===== config.mk =====
export PLATFORM = sky130hd
export DESIGN_NAME = u_rca_mw_seq
export DESIGN_NICKNAME = d
export VERILOG_FILES = /design/src/rtl/u_rca_mw_seq.sv
export SDC_FILE = /design/constraint.sdc
export NUM_CORES = 1
export LEC_CHECK = 0
export CORE_ASPECT_RATIO = 1.75
export CORE_MARGIN = 1
export CORE_UTILIZATION = 51
export DETAILED_ROUTE_END_ITERATION = 10
export PLACE_DENSITY = 0.81
export SETUP_SLACK_MARGIN = 0.05
export SLEW_MARGIN = 5
export SYNTH_ARGS = -nofsm -noshare
export SYNTH_HDL_FRONTEND = slang
export SYNTH_SLANG_ARGS = --single-unit

===== constraint.sdc =====
create_clock -name clk -period 17.2 [get_ports clk]
set_clock_uncertainty 0.15 [all_clocks]
set_input_delay 5.16 -clock clk [delete_from_list [all_inputs] [get_ports clk]]
set_output_delay 5.16 -clock clk [all_outputs]
set_load 0.05 [all_outputs]

===== src/rtl/u_rca_mw_seq.sv =====
// Multi-cycle wide unsigned adder: one WORD_W-bit ripple-carry slice is reused
// over NWORDS cycles (LSW first), with the inter-word carry held in a register.

module u_rca_mw_seq_fa (
   input  logic i_a,
   input  logic i_b,
   input  logic i_c,
   output logic o_s,
   output logic o_c
);
   logic w_p;

   assign w_p = i_a ^ i_b;
   assign o_s = w_p ^ i_c;
   assign o_c = (i_a & i_b) | (i_c & w_p);
endmodule

module u_rca_mw_seq #(
   parameter int WORD_W = 24,
   parameter int NWORDS = 4
) (
   input  logic                     clk,
   input  logic                     rst_n,
   input  logic                     in_valid,
   output logic                     in_ready,
   input  logic [NWORDS*WORD_W-1:0] a,
   input  logic [NWORDS*WORD_W-1:0] b,
   output logic                     out_valid,
   input  logic                     out_ready,
   output logic [NWORDS*WORD_W:0]   sum,
   output logic                     busy
);
   localparam int OP_W  = NWORDS * WORD_W;
   localparam int CNT_W = (NWORDS > 1) ? $clog2(NWORDS) : 1;
   localparam logic [CNT_W-1:0] LAST_CNT = CNT_W'(NWORDS - 1);

   typedef enum logic [1:0] {
      S_IDLE = 2'd0,
      S_RUN  = 2'd1,
      S_DONE = 2'd2
   } state_t;

   state_t            r_state;
   logic [CNT_W-1:0]  r_cnt;
   logic              r_carry;
   logic [OP_W-1:0]   r_a;
   logic [OP_W-1:0]   r_b;
   logic [OP_W:0]     r_sum;
   logic              r_out_valid;

   logic [WORD_W-1:0] w_a_word;
   logic [WORD_W-1:0] w_b_word;
   logic [WORD_W-1:0] w_s;
   logic [WORD_W:0]   w_c;

   // Operand word selected by the word counter feeds the shared slice.
   always_comb begin
      w_a_word = '0;
      w_b_word = '0;
      for (int k = 0; k < NWORDS; k++) begin
         if (r_cnt == CNT_W'(k)) begin
            w_a_word = r_a[k*WORD_W +: WORD_W];
            w_b_word = r_b[k*WORD_W +: WORD_W];
         end
      end
   end

   assign w_c[0] = r_carry;

   generate
      for (genvar gi = 0; gi < WORD_W; gi++) begin : g_slice
         u_rca_mw_seq_fa u_fa (
            .i_a (w_a_word[gi]),
            .i_b (w_b_word[gi]),
            .i_c (w_c[gi]),
            .o_s (w_s[gi]),
            .o_c (w_c[gi+1])
         );
      end
   endgenerate

   always_ff @(posedge clk or negedge rst_n) begin
      if (!rst_n) begin
         r_state     <= S_IDLE;
         r_cnt       <= '0;
         r_carry     <= 1'b0;
         r_a         <= '0;
         r_b         <= '0;
         r_sum       <= '0;
         r_out_valid <= 1'b0;
      end else begin
         case (r_state)
            S_IDLE: begin
               if (in_valid) begin
                  r_a     <= a;
                  r_b     <= b;
                  r_cnt   <= '0;
                  r_carry <= 1'b0;
                  r_sum   <= '0;
                  r_state <= S_RUN;
               end
            end
            S_RUN: begin
               for (int k = 0; k < NWORDS; k++) begin
                  if (r_cnt == CNT_W'(k)) begin
                     r_sum[k*WORD_W +: WORD_W] <= w_s;
                  end
               end
               r_carry <= w_c[WORD_W];
               // Last word: carry-out becomes the sum MSB and the counter parks at 0.
               if (r_cnt == LAST_CNT) begin
                  r_sum[OP_W] <= w_c[WORD_W];
                  r_cnt       <= '0;
                  r_out_valid <= 1'b1;
                  r_state     <= S_DONE;
               end else begin
                  r_cnt <= r_cnt + 1'b1;
               end
            end
            S_DONE: begin
               if (out_ready) begin
                  r_out_valid <= 1'b0;
                  r_state     <= S_IDLE;
               end
            end
            default: begin
               r_out_valid <= 1'b0;
               r_state     <= S_IDLE;
            end
         endcase
      end
   end

   assign in_ready  = (r_state == S_IDLE);
   assign busy      = (r_state != S_IDLE);
   assign out_valid = r_out_valid;
   assign sum       = r_sum;
endmodule

==> results.ini, run 1 <==
[sta]
period_share = 0.7754
setup_violations = 0
hold_viol = 0
rsz0062_at_grt = false
setup-tns-final_ns = 0
worst_pin_slew_ns = 1.118
min_period_ns = 13.34
slew_violations = 0
max-slew-margin-rel = 0.2539
timing.fmax_mhz = 74.98

[setup_path]
cp_slowest_stage_delay_ns = 0.57
timing.rr.start = r_cnt[1]
end_kind = flop
worstPathArrival_ns = 13.64
r2r_slack_ns = 3.86
crit_type = flop to flop
cp_max_fo = 66
cp.depth = 31
r2r-end = sum[95]
critPathSlowestCell = buf_4
crit_family = adder cells
cp-start-kind = flop
required_ns = 17.50
rr_worst_depth = 31
timing.critical_path.buf_inv = 3
cpMostUsedCell = fa_1

[floorplanning]
die_h_um = 215.7
fp.dieW_um = 124.1
core_area_sq_mm = 0.02543
die_area_sq_mm = 0.02678
placementRows = 77
num_io_pins = 296
start_util = 0.5234

[synthesis]
synth_cells = 914
synthAdderAreaFrac = 0.03985
ys_seq_area_frac = 0.5546
synth.distinct_cells = 35
synth_simple_gate_area_share = 0.03581
ys_ff_latch = 295
synthMuxAreaShare = 0.1934
synth_compound_gate_area_share = 0.1286
synth_top_family_by_area = multiplexers
synth_nets = 1138
ys_warn_count = 0
netlist_area_sq_mm = 0.01331
synth-xor-area-share = 0
syn_avg_cell_area_sq_um = 14.56

[hold_path]
hp-class = flop to flop
hold_depth = 1
whs_endpoint = sum[28]
min_from = sum[28]

[pwr]
leakagePower_nw = 7.338
vdd_drop_max_v = 0.0001296
netSwitchingPower_w = 0.001806
p_sw_frac = 0.4232
power_frac_comb = 0.555
sequentialPowerShare = 0.294
clkPwrFrac = 0.152
p_int_w = 0.002462
powerDensity_mw_per_mm2 = 249.6

[placed_design]
io_buffers = 295
place_congestion = 0.8395
dpl.hpwl_um = 25530

[cts]
ctsResizeCount = 0
clk_latency_ns = 0.53
cts_tree = done
cts.sinks = 295
cts.clk_slew.worst_paths_ns = 0.07
numCtsBuffers = 27
cts.path.max_buffers = 3
postCtsHoldBufs = 0
clock-root-buffer = clkbuf_16
h-tree-depth = 1
cts_setup_buffers = 0

[final_layout]
syn2layout_area_growth_pct = 28.43
drive_gt1_frac = 0.2203
layout.nets = 1398
layout_commonest_cell = dfrtp_1
final_util = 0.6722
final_cell_mix = 295 x dfrtp_1, 294 x clkdlybuf4s50_1, 110 x mux2_4

[drt]
wl_um = 35770
drt_iter0_drc = 653
vias = 9054
vias_per_cell = 5.980
dr.pass1.iters = 5
route.detailed.drc = 0
postRouteAntennaNets = 0
routedWlPerCell_um = 23.62

[global_routing]
antenna_found_initial = 4
grt_pass1_wl_um = 54790
grtUsageTotal = 0.2720
grt_max_degree = 135
grt_pass1_vias = 9530
overflow = 0

[run_status]
status = finished clean

[flow_run]
max_cap_viol_count = 0

[power groups by stage]
| stage | clock network (W) | logic, W | registers, W |
|---|---|---|---|
| 6_report | 0.000648 | 0.00237 | 0.00125 |
| 5_1_grt | 0.000682 | 0.00251 | 0.00128 |
| 4_1_cts | 0.000655 | 0.00236 | 0.00125 |
| 3_5_place_dp | 0 | 0.00235 | 0.00125 |
| 3_3_place_gp | 0 | 0.00228 | 0.00124 |
| 2_1_floorplan | 0 | 0.00146 | 0.00145 |
[state kept, by name (all words and copies together) (netlist names)]
| name | flops |
|---|---|
| sum | 97 |
| r_a | 96 |
| r_b | 96 |
| r_cnt | 2 |
| r_state | 2 |
| out_valid | 1 |
| r_carry | 1 |
[logic make-up (layout without fill, tap and decap cells)]
| kind of cell | count (synthesis) | after routing |
|---|---|---|
| muxes | 192 | 192 |
| buffers and inverters | 77 | 357 |
| adders and majority gates | 28 | 28 |
| AOI/OAI and AO/OA | 246 | 246 |
| DFF | 295 | 295 |
| and+or+nand+nor | 76 | 76 |
| other | 0 | 4 |
[area by class of cell]
cell class                      count  area (sq um)
Multi-Input combinational cell    542          5311
Tap cell                          316         395.4
Timing Repair Buffer              302          3010
Antenna cell                        4         10.01
Sequential cell                   295          7382
Inverter                            6         22.52
Fill cell                        1817          8338
Clock inverter                     14         188.9
Clock buffer                       35         775.7
[synthesized netlist by cell type (all sizes together)]
library cell / number / area share
o22ai: 43 / 0.020
fa: 24 / 0.036
o311ai: 1 / 0.00066
buf: 44 / 0.038
inv: 6 / 0.0017
and2: 1 / 0.00066
a21o: 4 / 0.0023
clkbuf: 27 / 0.0076
o31ai: 1 / 0.00056
nand2: 14 / 0.0039
o221ai: 4 / 0.0026
o21bai: 1 / 0.00056
nor2: 8 / 0.0023
a21oi: 86 / 0.032
a221o: 3 / 0.0023
mux2: 192 / 0.19
o211ai: 1 / 0.00056
nand3: 1 / 0.00038
nand3b: 42 / 0.024
or2: 5 / 0.0025
nand2b: 3 / 0.0014
ha: 4 / 0.0038
a221oi: 3 / 0.0020
o2bb2ai: 8 / 0.0053
dfrtp: 295 / 0.55
nor2b: 2 / 0.00094
o21ai: 2 / 0.00075
a22o: 89 / 0.059
[routing by layer]
metal  GRT usage  routed length (um)
met5           0                   0
met4      0.1492                1930
met3     0.03198                1985
met2      0.4425               17890
met1      0.3493               13960
[per-stage QoR]
stage | setup slack [ns] | power (W) | instances | hold slack (ns) | instance area, sq um
floorplan | 4.672 | 0.002918 | 914 | 0.3304 | 13310
global placement | 4.065 | 0.003526 | 1461 | 0.3332 | 16120
detailed placement | 3.824 | 0.003600 | 1461 | 0.3353 | 16120
CTS | 3.800 | 0.004260 | 1510 | 0.3518 | 17090
global route | 3.447 | 0.004480 | 1514 | 0.3619 | 17100
finish | 3.863 | 0.004268 | 1514 | 0.3497 | 17100
[how the worst max path moves through the flow]
stage              from  endpoint  slack (ns)
6_report       r_cnt[1]   sum[95]        3.86
5_1_grt        r_cnt[1]   sum[71]        3.45
4_1_cts        r_cnt[1]   sum[71]        3.80
3_5_place_dp   r_cnt[1]   sum[71]        3.82
3_3_place_gp   r_cnt[0]   sum[71]        4.06
2_1_floorplan  r_cnt[0]   sum[23]        4.67
Note: power is estimated with default switching activity, not from simulation.
==> run 2, diff against run 1 <==
Clock period 17.2 ns to 12.8 ns, I/O delays scaled along.
==> run 2 against run 1 <==
Effect of this change:
- via count up 0.22%
- hold slack better by 0.0018 ns
- setup slack lost 3.4 ns
- final area increased by 0.86%
- critical path type unchanged
- maximum frequency rose by 8.0%
- largest power group unchanged
- routed wire length decreased by 0.80%
- sequential share of layout area shrank 0.37 points
- combinational power is 38% higher
- first-iteration DRC count grew 12%
- sequential cell count unchanged
- sequential power increased by 34%
==> results.ini, run 2 (synthesis results as in run 1) <==
[sta]
setup_violations = 0
worst_pin_slew_ns = 1.140
slew_violations = 0
max-slew-margin-rel = 0.2398
rsz0062_at_grt = false
timing.fmax_mhz = 80.95
period_share = 0.9651
min_period_ns = 12.35
hold_viol = 0
setup_slack_ns = 0.4463
setup-tns-final_ns = 0

[cts]
clk_latency_ns = 0.52
clock-root-buffer = clkbuf_16
postCtsHoldBufs = 0
cts_tree = done
h-tree-depth = 1
cts.clk_slew.worst_paths_ns = 0.07
numCtsBuffers = 26
cts.path.max_buffers = 3
cts.sinks = 295

[global_routing]
grt_pass1_vias = 9298
grtUsageTotal = 0.2686
grt_pass1_wl_um = 54170
overflow = 0
grt_max_degree = 200
antenna_found_initial = 9

[drt]
dr.pass1.iters = 5
wl_um = 35480
dr_wl_met2_um = 17770
route.met3.wl_um = 1971
route.layer.met1.wl_um = 13770
routedWlPerCell_um = 23.24
routed.top_layer = met4
route.detailed.drc = 0
vias_per_cell = 5.942
vias = 9074
postRouteAntennaNets = 0
drt_iter0_drc = 732

[floorplanning]
die_h_um = 215.7
start_util = 0.5234
placementRows = 77
fp.dieW_um = 124.1
num_io_pins = 296
die_area_sq_mm = 0.02678
core_area_sq_mm = 0.02543

[setup_path]
cp_slowest_stage_delay_ns = 0.48
crit_family = adder cells
cp-start-kind = flop
end_kind = flop
timing.critical_path.buf_inv = 2
required_ns = 13.10
cp_max_fo = 5
worstPathArrival_ns = 12.65
crit_type = flop to flop
critPathSlowestCell = fa_1
cpMostUsedCell = fa_1

[placed_design]
io_buffers = 295
place_congestion = 0.8433
placed_cell_area_sq_mm = 0.01621
dpl.hpwl_um = 24990
preCtsSetupSlack_ns = 0.06242

[pwr]
power_w = 0.005829
powerDensity_mw_per_mm2 = 338.1
leakagePower_nw = 7.408
vdd_drop_max_v = 0.0001927

[final_layout]
drive_gt1_frac = 0.2290
fin_area_sq_mm = 0.01724
layout_commonest_cell = dfrtp_1
syn2layout_area_growth_pct = 29.53
final_util = 0.6779
largest_reg_flops = 97
final_cell_mix = 295 x dfrtp_1, 294 x clkdlybuf4s50_1, 110 x mux2_4
layout.nets = 1407

[run_status]
status = finished clean

[flow_run]
max_cap_viol_count = 0

[hold_path]
hp-class = flop to flop

run 2: cell types whose count changed in the layout (fill, tap and decap cells not counted):
cell	previous run	this run
buf_4	7	15
fa_1	24	17
fa_2	0	7
diode_2	4	10
clkinvlp_4	5	0
buf_12	0	2
bufinv_16	4	6
clkbuf_1	1	3
clkinv_2	4	3
inv_8	1	0
run 2: path summary, 6_finish.rpt:
check                      startpoint  slack [ns]  depth (start not counted)       to
setup / recovery             r_cnt[0]        0.45                         31  sum[47]
hold reg to reg               sum[30]        0.35                          1  sum[30]
min in group asynchronous       rst_n        3.15                          1  r_a[91]
hold / removal                sum[30]        0.35                          1  sum[30]
setup reg to reg             r_cnt[0]        0.45                         31  sum[47]
max in group asynchronous       rst_n        7.83                          2   sum[9]
run 2: routing by layer:
layer / global-route usage / up-vias
li1: - / 3929
met1: 0.3491 / 4649
met2: 0.4339 / 412
met3: 0.02801 / 84
met4: 0.1496 / 0
met5: 0 / -
run 2: where the power goes:
group          internal (W)  switching (W)
Clock              0.000545       0.000341
Sequential          0.00138       0.000286
Combinational       0.00147        0.00181
run 2: what timing repair did:
item / CTS / global route
setup buffers: 1 / 1
resized for setup: 1 / 6
endpoints found under the setup margin: 4 / 10
run 2: final cells by class:
cell class / count / area, sq um
antenna: 10 / 25.02
clock buffer: 37 / 783.3
clock inverter: 9 / 195.2
fill: 1810 / 8192
inverter: 6 / 22.52
multi-input combinational: 542 / 5329
sequential: 295 / 7382
tap: 316 / 395.4
timing repair buffer: 312 / 3110
run 2: stage by stage:
step / hold WS (ns) / std cells
3_5_place_dp: 0.3373 / 1469
5_1_grt: 0.3634 / 1527
6_report: 0.3516 / 1527
4_1_cts: 0.3523 / 1516
3_3_place_gp: 0.3319 / 1469
2_1_floorplan: 0.3304 / 914
==> run 3, diff against run 2 <==
Settings changed: HOLD_SLACK_MARGIN set to 0.1.
==> results of run 3 <==
Final layout, timing and power as in run 2 (identical DEF).
